[src/rtl/keypad_scan_sequencer_pkg.sv]
// keypad_scan_sequencer_pkg
// Shared definitions for the 3x3 keypad scanner: FSM state encoding,
// key/column widths, the idle column drive value and the row decoder.
package keypad_scan_sequencer_pkg;

  localparam int KEY_W    = 4;
  localparam int NUM_COLS = 3;
  localparam logic [NUM_COLS-1:0] COL_IDLE = 3'b111;

  typedef enum logic [1:0] {
    SCAN,
    CONFIRM,
    HELD,
    RELEASE
  } scan_state_t;

  typedef struct packed {
    logic       hit;
    logic [1:0] idx;
  } row_hit_t;

  // A sample is a hit only when exactly one row line is pulled low; no low
  // line or several low lines (ghosting / multi-press) both read as no key.
  function automatic row_hit_t decode_row(input logic [2:0] row_sync);
    row_hit_t r;
    r.hit = 1'b1;
    r.idx = 2'd0;
    case (row_sync)
      3'b110:  r.idx = 2'd0;
      3'b101:  r.idx = 2'd1;
      3'b011:  r.idx = 2'd2;
      default: r.hit = 1'b0;
    endcase
    return r;
  endfunction

endpackage

[src/rtl/keypad_scan_sequencer_if.sv]
// keypad_scan_sequencer_if
// Key event handshake between the scanner (master) and its consumer (slave).
//   key       scanner -> consumer  key code {col_idx, row_idx}
//   key_valid scanner -> consumer  event pending, held until accepted
//   key_ack   consumer -> scanner  accept the pending event
//   key_down  scanner -> consumer  a confirmed key is currently held
//   overrun   scanner -> consumer  sticky, a confirmed press was dropped
interface keypad_scan_sequencer_if;
  import keypad_scan_sequencer_pkg::*;

  logic [KEY_W-1:0] key;
  logic             key_valid;
  logic             key_ack;
  logic             key_down;
  logic             overrun;

  modport master (
    output key,
    output key_valid,
    output key_down,
    output overrun,
    input  key_ack
  );

  modport slave (
    input  key,
    input  key_valid,
    input  key_down,
    input  overrun,
    output key_ack
  );

endinterface

[src/rtl/keypad_scan_sequencer_scan_tick.sv]
// scan_tick
// Column dwell timer. Counts 0..DIV-1 and pulses tick for the one cycle the
// count sits at DIV-1. Held at 0 while disabled or cleared.
//   clk     system clock
//   clear   synchronous active-high reset
//   enable  count enable
//   tick    one-cycle pulse at the end of each dwell
module scan_tick #(
  parameter int DIV = 5000
) (
  input  logic clk,
  input  logic clear,
  input  logic enable,
  output logic tick
);

  localparam int CW = (DIV > 2) ? $clog2(DIV) : 1;
  localparam logic [CW-1:0] LAST = CW'(DIV - 1);

  logic [CW-1:0] count;

  always_ff @(posedge clk) begin
    if (clear || !enable) begin
      count <= '0;
    end else if (count == LAST) begin
      count <= '0;
    end else begin
      count <= count + CW'(1);
    end
  end

  assign tick = enable && (count == LAST);

endmodule

[src/rtl/keypad_scan_sequencer.sv]
// keypad_scan_sequencer
// Scans a 3x3 active-low keypad one column at a time, debounces presses and
// releases, and hands confirmed presses to a consumer over a valid/ack
// handshake with overrun reporting.
//   clk     system clock
//   clear   synchronous active-high reset
//   enable  scan enable, low = idle (columns released, FSM parked)
//   row     keypad row sense, active-low, asynchronous
//   column  column drive, active-low, one-hot-low while scanning
//   ev      key event handshake (master side)
module keypad_scan_sequencer
  import keypad_scan_sequencer_pkg::*;
#(
  parameter int SCAN_DIV     = 5000,
  parameter int DEBOUNCE_CNT = 6
) (
  input  logic                 clk,
  input  logic                 clear,
  input  logic                 enable,
  input  logic [2:0]           row,
  output logic [NUM_COLS-1:0]  column,
  keypad_scan_sequencer_if.master ev
);

  localparam int CW = $clog2(DEBOUNCE_CNT + 2);
  // Press is confirmed on the sample that takes the count to DEBOUNCE_CNT+1;
  // release completes on the sample that takes it to DEBOUNCE_CNT.
  localparam logic [CW-1:0] PRESS_LAST   = CW'(DEBOUNCE_CNT);
  localparam logic [CW-1:0] RELEASE_LAST = CW'(DEBOUNCE_CNT - 1);

  logic [2:0]       row_meta;
  logic [2:0]       row_sync;
  logic             tick;
  scan_state_t      state;
  logic [1:0]       col_idx;
  logic [1:0]       col_next;
  logic [CW-1:0]    match_cnt;
  logic [KEY_W-1:0] cand;
  logic [KEY_W-1:0] sample_key;
  row_hit_t         sample;
  logic             match;
  logic             post;

  scan_tick #(.DIV(SCAN_DIV)) u_scan_tick (
    .clk    (clk),
    .clear  (clear),
    .enable (enable),
    .tick   (tick)
  );

  // Two-flop synchronizer; idles at all-released so reset never looks like a key.
  always_ff @(posedge clk) begin
    if (clear) begin
      row_meta <= 3'b111;
      row_sync <= 3'b111;
    end else begin
      row_meta <= row;
      row_sync <= row_meta;
    end
  end

  assign sample     = decode_row(row_sync);
  assign sample_key = {col_idx, sample.idx};
  assign match      = sample.hit && (sample_key == cand);
  assign col_next   = (col_idx == 2'(NUM_COLS - 1)) ? 2'd0 : col_idx + 2'd1;
  assign post       = tick && (state == CONFIRM) && match && (match_cnt == PRESS_LAST);
  assign column     = enable ? ~(3'b001 << col_idx) : COL_IDLE;

  // Scan/debounce FSM. col_idx stays frozen outside SCAN so the same column
  // remains driven while a candidate key is being confirmed or held.
  always_ff @(posedge clk) begin
    if (clear) begin
      state       <= SCAN;
      col_idx     <= 2'd0;
      match_cnt   <= '0;
      cand        <= '0;
      ev.key_down <= 1'b0;
    end else if (!enable) begin
      state       <= SCAN;
      col_idx     <= 2'd0;
      match_cnt   <= '0;
      ev.key_down <= 1'b0;
    end else if (tick) begin
      case (state)
        SCAN: begin
          if (sample.hit) begin
            cand      <= sample_key;
            match_cnt <= CW'(1);
            state     <= CONFIRM;
          end else begin
            col_idx <= col_next;
          end
        end
        CONFIRM: begin
          if (post) begin
            state       <= HELD;
            match_cnt   <= '0;
            ev.key_down <= 1'b1;
          end else if (match) begin
            match_cnt <= match_cnt + CW'(1);
          end else begin
            state     <= SCAN;
            match_cnt <= '0;
            col_idx   <= col_next;
          end
        end
        HELD: begin
          ev.key_down <= 1'b1;
          if (!sample.hit) begin
            state     <= RELEASE;
            match_cnt <= CW'(1);
          end
        end
        RELEASE: begin
          if (sample.hit) begin
            state     <= HELD;
            match_cnt <= '0;
          end else if (match_cnt >= RELEASE_LAST) begin
            state       <= SCAN;
            match_cnt   <= '0;
            col_idx     <= col_next;
            ev.key_down <= 1'b0;
          end else begin
            match_cnt <= match_cnt + CW'(1);
          end
        end
        default: state <= SCAN;
      endcase
    end
  end

  // Event handshake. A post while an unaccepted event is pending is dropped
  // and flagged; an ack in the same cycle frees the slot so the post lands.
  always_ff @(posedge clk) begin
    if (clear) begin
      ev.key       <= '0;
      ev.key_valid <= 1'b0;
      ev.overrun   <= 1'b0;
    end else if (post) begin
      if (!ev.key_valid || ev.key_ack) begin
        ev.key       <= cand;
        ev.key_valid <= 1'b1;
      end else begin
        ev.overrun <= 1'b1;
      end
    end else if (ev.key_ack && ev.key_valid) begin
      ev.key_valid <= 1'b0;
    end
  end

endmodule

[src/flat_wrapper.sv]
// flat-port wrapper written by rule: the top's interface ports become plain ports
module keypad_scan_sequencer_flat import keypad_scan_sequencer_pkg::*;
#(
  parameter int SCAN_DIV     = 5000,
  parameter int DEBOUNCE_CNT = 6
)
  (clk, clear, enable, row, column, ev_key, ev_key_valid, ev_key_down, ev_overrun, ev_key_ack);
  keypad_scan_sequencer_if ev_i ();
  input  logic clk;
  input  logic clear;
  input  logic enable;
  input  logic [2:0] row;
  output logic [NUM_COLS-1:0] column;
  output wire logic [$bits(ev_i.key)-1:0] ev_key;
  output wire logic [$bits(ev_i.key_valid)-1:0] ev_key_valid;
  output wire logic [$bits(ev_i.key_down)-1:0] ev_key_down;
  output wire logic [$bits(ev_i.overrun)-1:0] ev_overrun;
  input wire logic [$bits(ev_i.key_ack)-1:0] ev_key_ack;
  assign ev_key = ev_i.key;
  assign ev_key_valid = ev_i.key_valid;
  assign ev_key_down = ev_i.key_down;
  assign ev_overrun = ev_i.overrun;
  assign ev_i.key_ack = ev_key_ack;
  keypad_scan_sequencer #(.SCAN_DIV(SCAN_DIV), .DEBOUNCE_CNT(DEBOUNCE_CNT)) u_core (.clk(clk), .clear(clear), .enable(enable), .row(row), .column(column), .ev(ev_i));
endmodule
[config.mk]
export PLATFORM = sky130hd
export DESIGN_NAME = keypad_scan_sequencer_flat
export DESIGN_NICKNAME = d
export VERILOG_FILES = /design/src/rtl/keypad_scan_sequencer_pkg.sv /design/src/rtl/keypad_scan_sequencer_if.sv /design/src/rtl/keypad_scan_sequencer_scan_tick.sv /design/src/rtl/keypad_scan_sequencer.sv /design/src/flat_wrapper.sv
export SDC_FILE = /design/constraint.sdc
export NUM_CORES = 1
export LEC_CHECK = 0
export CORE_MARGIN = 4
export CORE_UTILIZATION = 50
export DETAILED_ROUTE_END_ITERATION = 10
export GPL_TIMING_DRIVEN = 0
export HOLD_SLACK_MARGIN = 0.03
export PLACE_DENSITY = 0.74
export SYNTH_ARGS = -nofsm -noshare
export SYNTH_HDL_FRONTEND = slang
export SYNTH_HIERARCHICAL = 1
export SYNTH_SLANG_ARGS = --single-unit
[constraint.sdc]
create_clock -name clk -period 2.1 [get_ports clk]
set_input_delay 0.315 -clock clk [delete_from_list [all_inputs] [get_ports clk]]
set_output_delay 0.315 -clock clk [all_outputs]
set_load 0.02 [all_outputs]
Word level (Yosys, flattened, before mapping)

Cells that the tools add are included.

Logic and storage cells: 96
Output and inout port bits: 10
Bits of input ports: 7
Register bits after elaboration: 37

Equality and inequality tests: 21
Add/sub/neg operators: 3
Bitwise gates (word level): 3
Reduce and logical (&&, ||, !) cells: 25
Muxes and demuxes: 31
Shift-type cells: 1
Order comparisons: 1

Operator list:

| cell                    | number |
|---|---|
| $mux W2                 | 12 |
| $mux W3                 | 7 |
| $add A13 B1 Y13 const B | 1 |
| $eq A13 B13 Y1 const B  | 1 |
| $ne A2 B2 Y1 const B    | 6 |
| $pmux W3 S4             | 1 |
| $reduce_and A5 Y1       | 2 |
| $eq A3 B3 Y1 const B    | 3 |
| $pmux W2 S4             | 1 |
| $mux W1                 | 7 |
| $reduce_and A7 Y1       | 1 |
| $eq A2 B2 Y1 const B    | 3 |
| $logic_and A1 B1 Y1     | 6 |
| $ne A2 B1 Y1 const B    | 3 |
| $pmux W2 S3             | 1 |
| $reduce_and A2 Y1       | 3 |
| $reduce_bool A3 Y1      | 2 |
| $eq A4 B4 Y1            | 1 |
| $pmux W2 S2             | 1 |
| $reduce_and A4 Y1       | 1 |
| $reduce_or A2 Y1        | 2 |
| $add A3 B1 Y3 const B   | 1 |
| $eq A3 B2 Y1 const B    | 1 |
| $ge A3 B3 Y1 const B    | 1 |
| 14 further kinds        | 17 |

Logic depth before layout (Yosys ltp)

Depth in word-level cells: 8
Depth in mapped cells: 10
Depth with buffers taken out: 8

Cells and area by module

The synthesis kept the hierarchy.

By module, submodules not included:

| module                | instances | cells each | area each (µm²) | sequential area each (µm²) |
|---|---|---|---|---|
| keypad_scan_sequencer | 1         | 134        | 1,214.9         | 480.5 |
| scan_tick             | 1         | 65         | 570.5           | 260.2 |

Worst setup path after synthesis

No wires, ideal clock.

Path kind: reg2reg
Start: register u_core.u_scan_tick.count[0]
End: register u_core.match_cnt[2]
Required time: 2.026 ns
Path slack: -0.213 ns
Data arrival time: 2.239 ns
Period minus slack after synthesis: 2.313 ns
Library setup time: 0.074 ns
Buffers on the path: 2
Cell stages (with the launch flop): 11
Path through: dfxtp_1 ha_1 nand2_1 nor4_2 and2_2 buf_2 and3_2 or4_1 buf_2 a211o_1 a31oi_1

Word-level cells in the longest chain between the ends: 7
Elaborated cells between the ends (all ways): 8

Ends and longest elaborated chain:

| element                          | RTL line                              | text |
|---|---|---|
| start, declared                  | keypad_scan_sequencer_scan_tick.sv:20 | `logic [CW-1:0] count;` |
| start signal, assigned           | keypad_scan_sequencer_scan_tick.sv:28 | `count <= count + CW'(1);` |
| $eq A13 B13 Y1 (*)               | keypad_scan_sequencer_scan_tick.sv:32 | `assign tick = enable && (count == LAST);` |
| $logic_and A1 B1 Y1 (*)          | keypad_scan_sequencer_scan_tick.sv:32 |  |
| named net u_core.tick            | keypad_scan_sequencer.sv:33           | `logic tick;` |
| $logic_and A1 B1 Y1 (3 in a row) | keypad_scan_sequencer.sv:66           | `assign post = tick && (state == CONFIRM) && match && (match_cnt == PRESS_LAST);` |
| $mux W3                          | keypad_scan_sequencer.sv:95           | `if (post) begin` |
| $pmux W3 S4                      | keypad_scan_sequencer.sv:84           | `case (state)` |
| end signal, assigned             | keypad_scan_sequencer.sv:100          | `match_cnt <= match_cnt + CW'(1);` |
| end signal, assigned             | keypad_scan_sequencer.sv:124          | `match_cnt <= match_cnt + CW'(1);` |
| end, declared                    | keypad_scan_sequencer.sv:37           | `logic [CW-1:0] match_cnt;` |

The timed path passes the listed nets; every way through them passes the cells marked *.
A chain may end at the register's enable or synchronous reset.

Worst setup path in the final report

Start: register u_core.u_scan_tick.count[3]
End: register u_core.cand[2]

Word-level cells in the longest chain between the ends: 3

Ends and longest elaborated chain:

| element                     | RTL line                              | text |
|---|---|---|
| $eq A13 B13 Y1              | keypad_scan_sequencer_scan_tick.sv:32 |  |
| $logic_and A1 B1 Y1         | keypad_scan_sequencer_scan_tick.sv:32 |  |
| named net u_core.tick       | keypad_scan_sequencer.sv:33           |  |
| $reduce_and A4 Y1 (no line) | -                                     |  |
| end signal, assigned        | keypad_scan_sequencer.sv:87           | `cand <= sample_key;` |
| end, declared               | keypad_scan_sequencer.sv:38           | `logic [KEY_W-1:0] cand;` |

The timed path passes the listed nets, and every way through them passes these cells.

==> reports/results.tsv <==
metric	value	unit
Antenna Nets Post-Route	0	
Post-synth EDFFs	0	
Die H	67.76	um
worst clock skew	10.55	ps
slowest CP cell	or4_1	
clk sink count	37	
gr usage total	18.63	%
Area Growth Syn to Fin	24.04	%
initial antenna violation count	0	
GP Congestion	0.8411	
Hold EP	u_core/row_sync[2]	
1st-iter DRT viols	96	
synth warn	6	
sequential element share of the synthesized area	41.49	%
Layout fillers	261	
global route overflow	0	
Vias per Instance	5.482	
Skew-Pair Late Insertion Delay	340	ps
Routed WL	3939	um
sw frac	22.25	%
Slew headroom	65.17	%
clk buf depth	2	
Hold Crit Class	reg -> reg	
post-synth top area share	41.49	%
Tcrit/Tclk final	107.1	%
Core Rows	21	
initial cell density of the core	52.68	%
Gate Count Post-Synth	199	
Distinct cells, synth	40	
Top-Level Pins	17	
Pwr Density	521.8	mW/mm2
Worst Tran Pin Value	521.9	ps
Hold Vio Cnt, Final	0	
Yosys reg bits	37	
Final WS setup	-149.0	ps
CTS buffer count	5	
Port Buffers	16	
status	finished with violations	
worst r2r src	u_core/u_scan_tick/count[3]	
critical path depth in cells	8	
proportion of layout cells with a drive suffix above 1	21.30	%
max-cap check violation count	0	
post-DP HPWL	2619	um
Critical path buffers and inverters	1	
Worst Path Required	2320	ps
R2R cell count	8	
Reg2Reg Setup Slack	-150	ps
cell with the most instances after synthesis	dfxtp_1	
top cell type by total area after synthesis	dfxtp_1	
hold path depth	1	
Leak	0.7752	nW
Internal Power	0.8984	mW
Net Switching	0.2571	mW
ANT cells	0	
Area contributors post-synth	dfxtp_1, xnor2_1, mux2i_1	
largest net degree at the start of global routing	11	
Post-synth top cells	dfxtp_1, nor2_1, xnor2_1	
r2r endpoint	u_core/cand[2]	
Die Width	67.76	um
worst path cell trace	or3b_4 > nor4_4 > and2_4 > nand2_2 > or4_1 > clkbuf_8 > mux2i_1 > nor2_1	
synthesized area	0.001785	mm2
Slew Viols, Final	0	
number of detailed-route iterations in the first pass	4	
Post-Place Cell Area	0.002032	mm2
Crit. End Element	flop	
Tmin final	2249	ps
Synth Net Count	210	
Die ar.	0.004591	mm2
crit path DAT	2470	ps
worst hold start	u_core/row_meta[2]	
Via Count	1513	
DRC Markers	0	
dominant synthesized flop cell	dfxtp_1	
Sequential Power Share	61.9	%
Crit path max-delay family	simple AND/OR/NAND/NOR gates	
Tot Pwr	1.156	mW
H-tree levels	2	
WL per Instance	14.27	um
Root Driver	clkbuf_4	
RSZ-0062 raised after global routing	yes	
hold buffers post-CTS	0	
Crit Path Class	reg -> reg	
Max FO, Critical Path	6	
fin area	0.002215	mm2
Gate power share	5.5	%
FFs w/ async S/R, synth	0	%
final net count	241	
number of global-route vias before repair	1423	
crit-path max cell delay	420	ps
worst vdd ir	0.0003191	V
Clock power frac	32.6	%
CP Launch Type	flop	
TritonCTS clock tree	yes	
core outline area	0.003390	mm2
Highest Clock Rate	444.6	MHz
mean post-synth cell area	8.972	um2
failing checks	setup timing	
clock slew at reported path FFs	110	ps
Setup violations, final	14	
first-pass GRT wire length	6389	um
metrics by stage:
| step | hold WS (ps) | instances | setup slack (ps) | TNS, ps | util, % |
|---|---|---|---|---|---|
| global route | 450.2 | 276 | -270.5 | -2379 | 65.34 |
| detailed placement | 401.1 | 261 | -399.7 | -2831 | 59.95 |
| floorplan | 389.5 | 199 | -63.55 | -254.2 | - |
| CTS | 427.3 | 271 | -113.1 | -474.8 | 62.86 |
| global placement | 394.9 | 261 | -355.8 | -2660 | 59.95 |
| finish | 421.5 | 276 | -149.0 | -1001 | 65.34 |
cells by family (layout without fill, tap and decap cells):
family                   Yosys count  after routing  share of synthesized area (%)
AND/OR/NAND/NOR                   91             91                          28.66
flip-flops                        37             37                          41.49
AO/OA/AOI/OAI                     25             25                          9.811
buffers and inverters             17             48                          4.345
XOR/XNOR                          16             16                          7.849
multiplexers                       9              9                          5.046
adder cells (fa/ha/maj)            4              4                          2.803
power by group through the flow:
| stage | clock network, mW | logic [mW] | registers [mW] |
|---|---|---|---|
| after floorplan | 0 | 0.0367 | 0.729 |
| after global placement | 0 | 0.0576 | 0.730 |
| after detailed placement | 0 | 0.0590 | 0.731 |
| after CTS | 0.389 | 0.0590 | 0.715 |
| after global routing | 0.424 | 0.0696 | 0.716 |
| final | 0.377 | 0.0635 | 0.715 |
area by class of cell:
| cell class | count | area (um2) | share of cell area (%) |
|---|---|---|---|
| Buffer | 7 | 53.80 | 2.429 |
| Clock buffer | 7 | 55.05 | 2.486 |
| Inverter | 8 | 30.03 | 1.356 |
| Multi-Input combinational cell | 145 | 1033 | 46.67 |
| Sequential cell | 37 | 750.7 | 33.90 |
| Tap cell | 46 | 57.56 | 2.599 |
| Timing Repair Buffer | 26 | 234.0 | 10.56 |
state kept, by name (all words and copies together) (netlist names):
| register | flops |
|---|---|
| u_core/match_cnt | 3 |
| u_core/row_sync | 3 |
| u_core/ev.overrun | 1 |
| u_core/col_idx | 2 |
| u_core/ev.key_valid | 1 |
| u_core/state | 2 |
| u_core/row_meta | 3 |
| u_core/ev.key_down | 1 |
| u_core/u_scan_tick/count | 13 |
| u_core/cand | 4 |
| u_core/ev.key | 4 |
per-layer routing:
metal	vias up	part of all wire (%)	global-route usage (%)
li1	749	-	-
met1	700	47	24.70
met2	56	45	28.43
met3	8	5.9	5.491
met4	0	1.5	6.835
met5	-	0	0
how the worst max path moves through the flow:
| stage | end | from |
|---|---|---|
| after global routing | u_core/cand[2] | u_core/u_scan_tick/count[11] |
| final | u_core/cand[2] | u_core/u_scan_tick/count[3] |
| after global placement | u_core/match_cnt[2] | enable |
| after floorplan | u_core/cand[0] | u_core/u_scan_tick/count[11] |
| after CTS | u_core/cand[2] | u_core/u_scan_tick/count[11] |
| after detailed placement | u_core/match_cnt[2] | enable |
cell usage in the layout (no fill, tap or decap), types with 4 or more instances in the layout:
cell type / count
xnor2_1: 13
buf_4: 10
inv_1: 8
nor2_1: 21
nand3_1: 8
nand2_1: 9
dfxtp_2: 5
mux2i_1: 9
clkdlybuf4s50_1: 15
nor2b_1: 4
clkbuf_4: 5
a21oi_1: 6
dfxtp_1: 31
nand2b_1: 12
nor3_1: 4
nand3b_1: 5
or2_2: 6
repair_timing:
item	in CTS	in global routing
endpoints found under the setup margin	15	14
setup buffers	4	6
endpoints found under the hold margin	0	0
pin swaps	0	7
resized for setup	10	12
No activity file was read; power rests on OpenSTA's default activity.
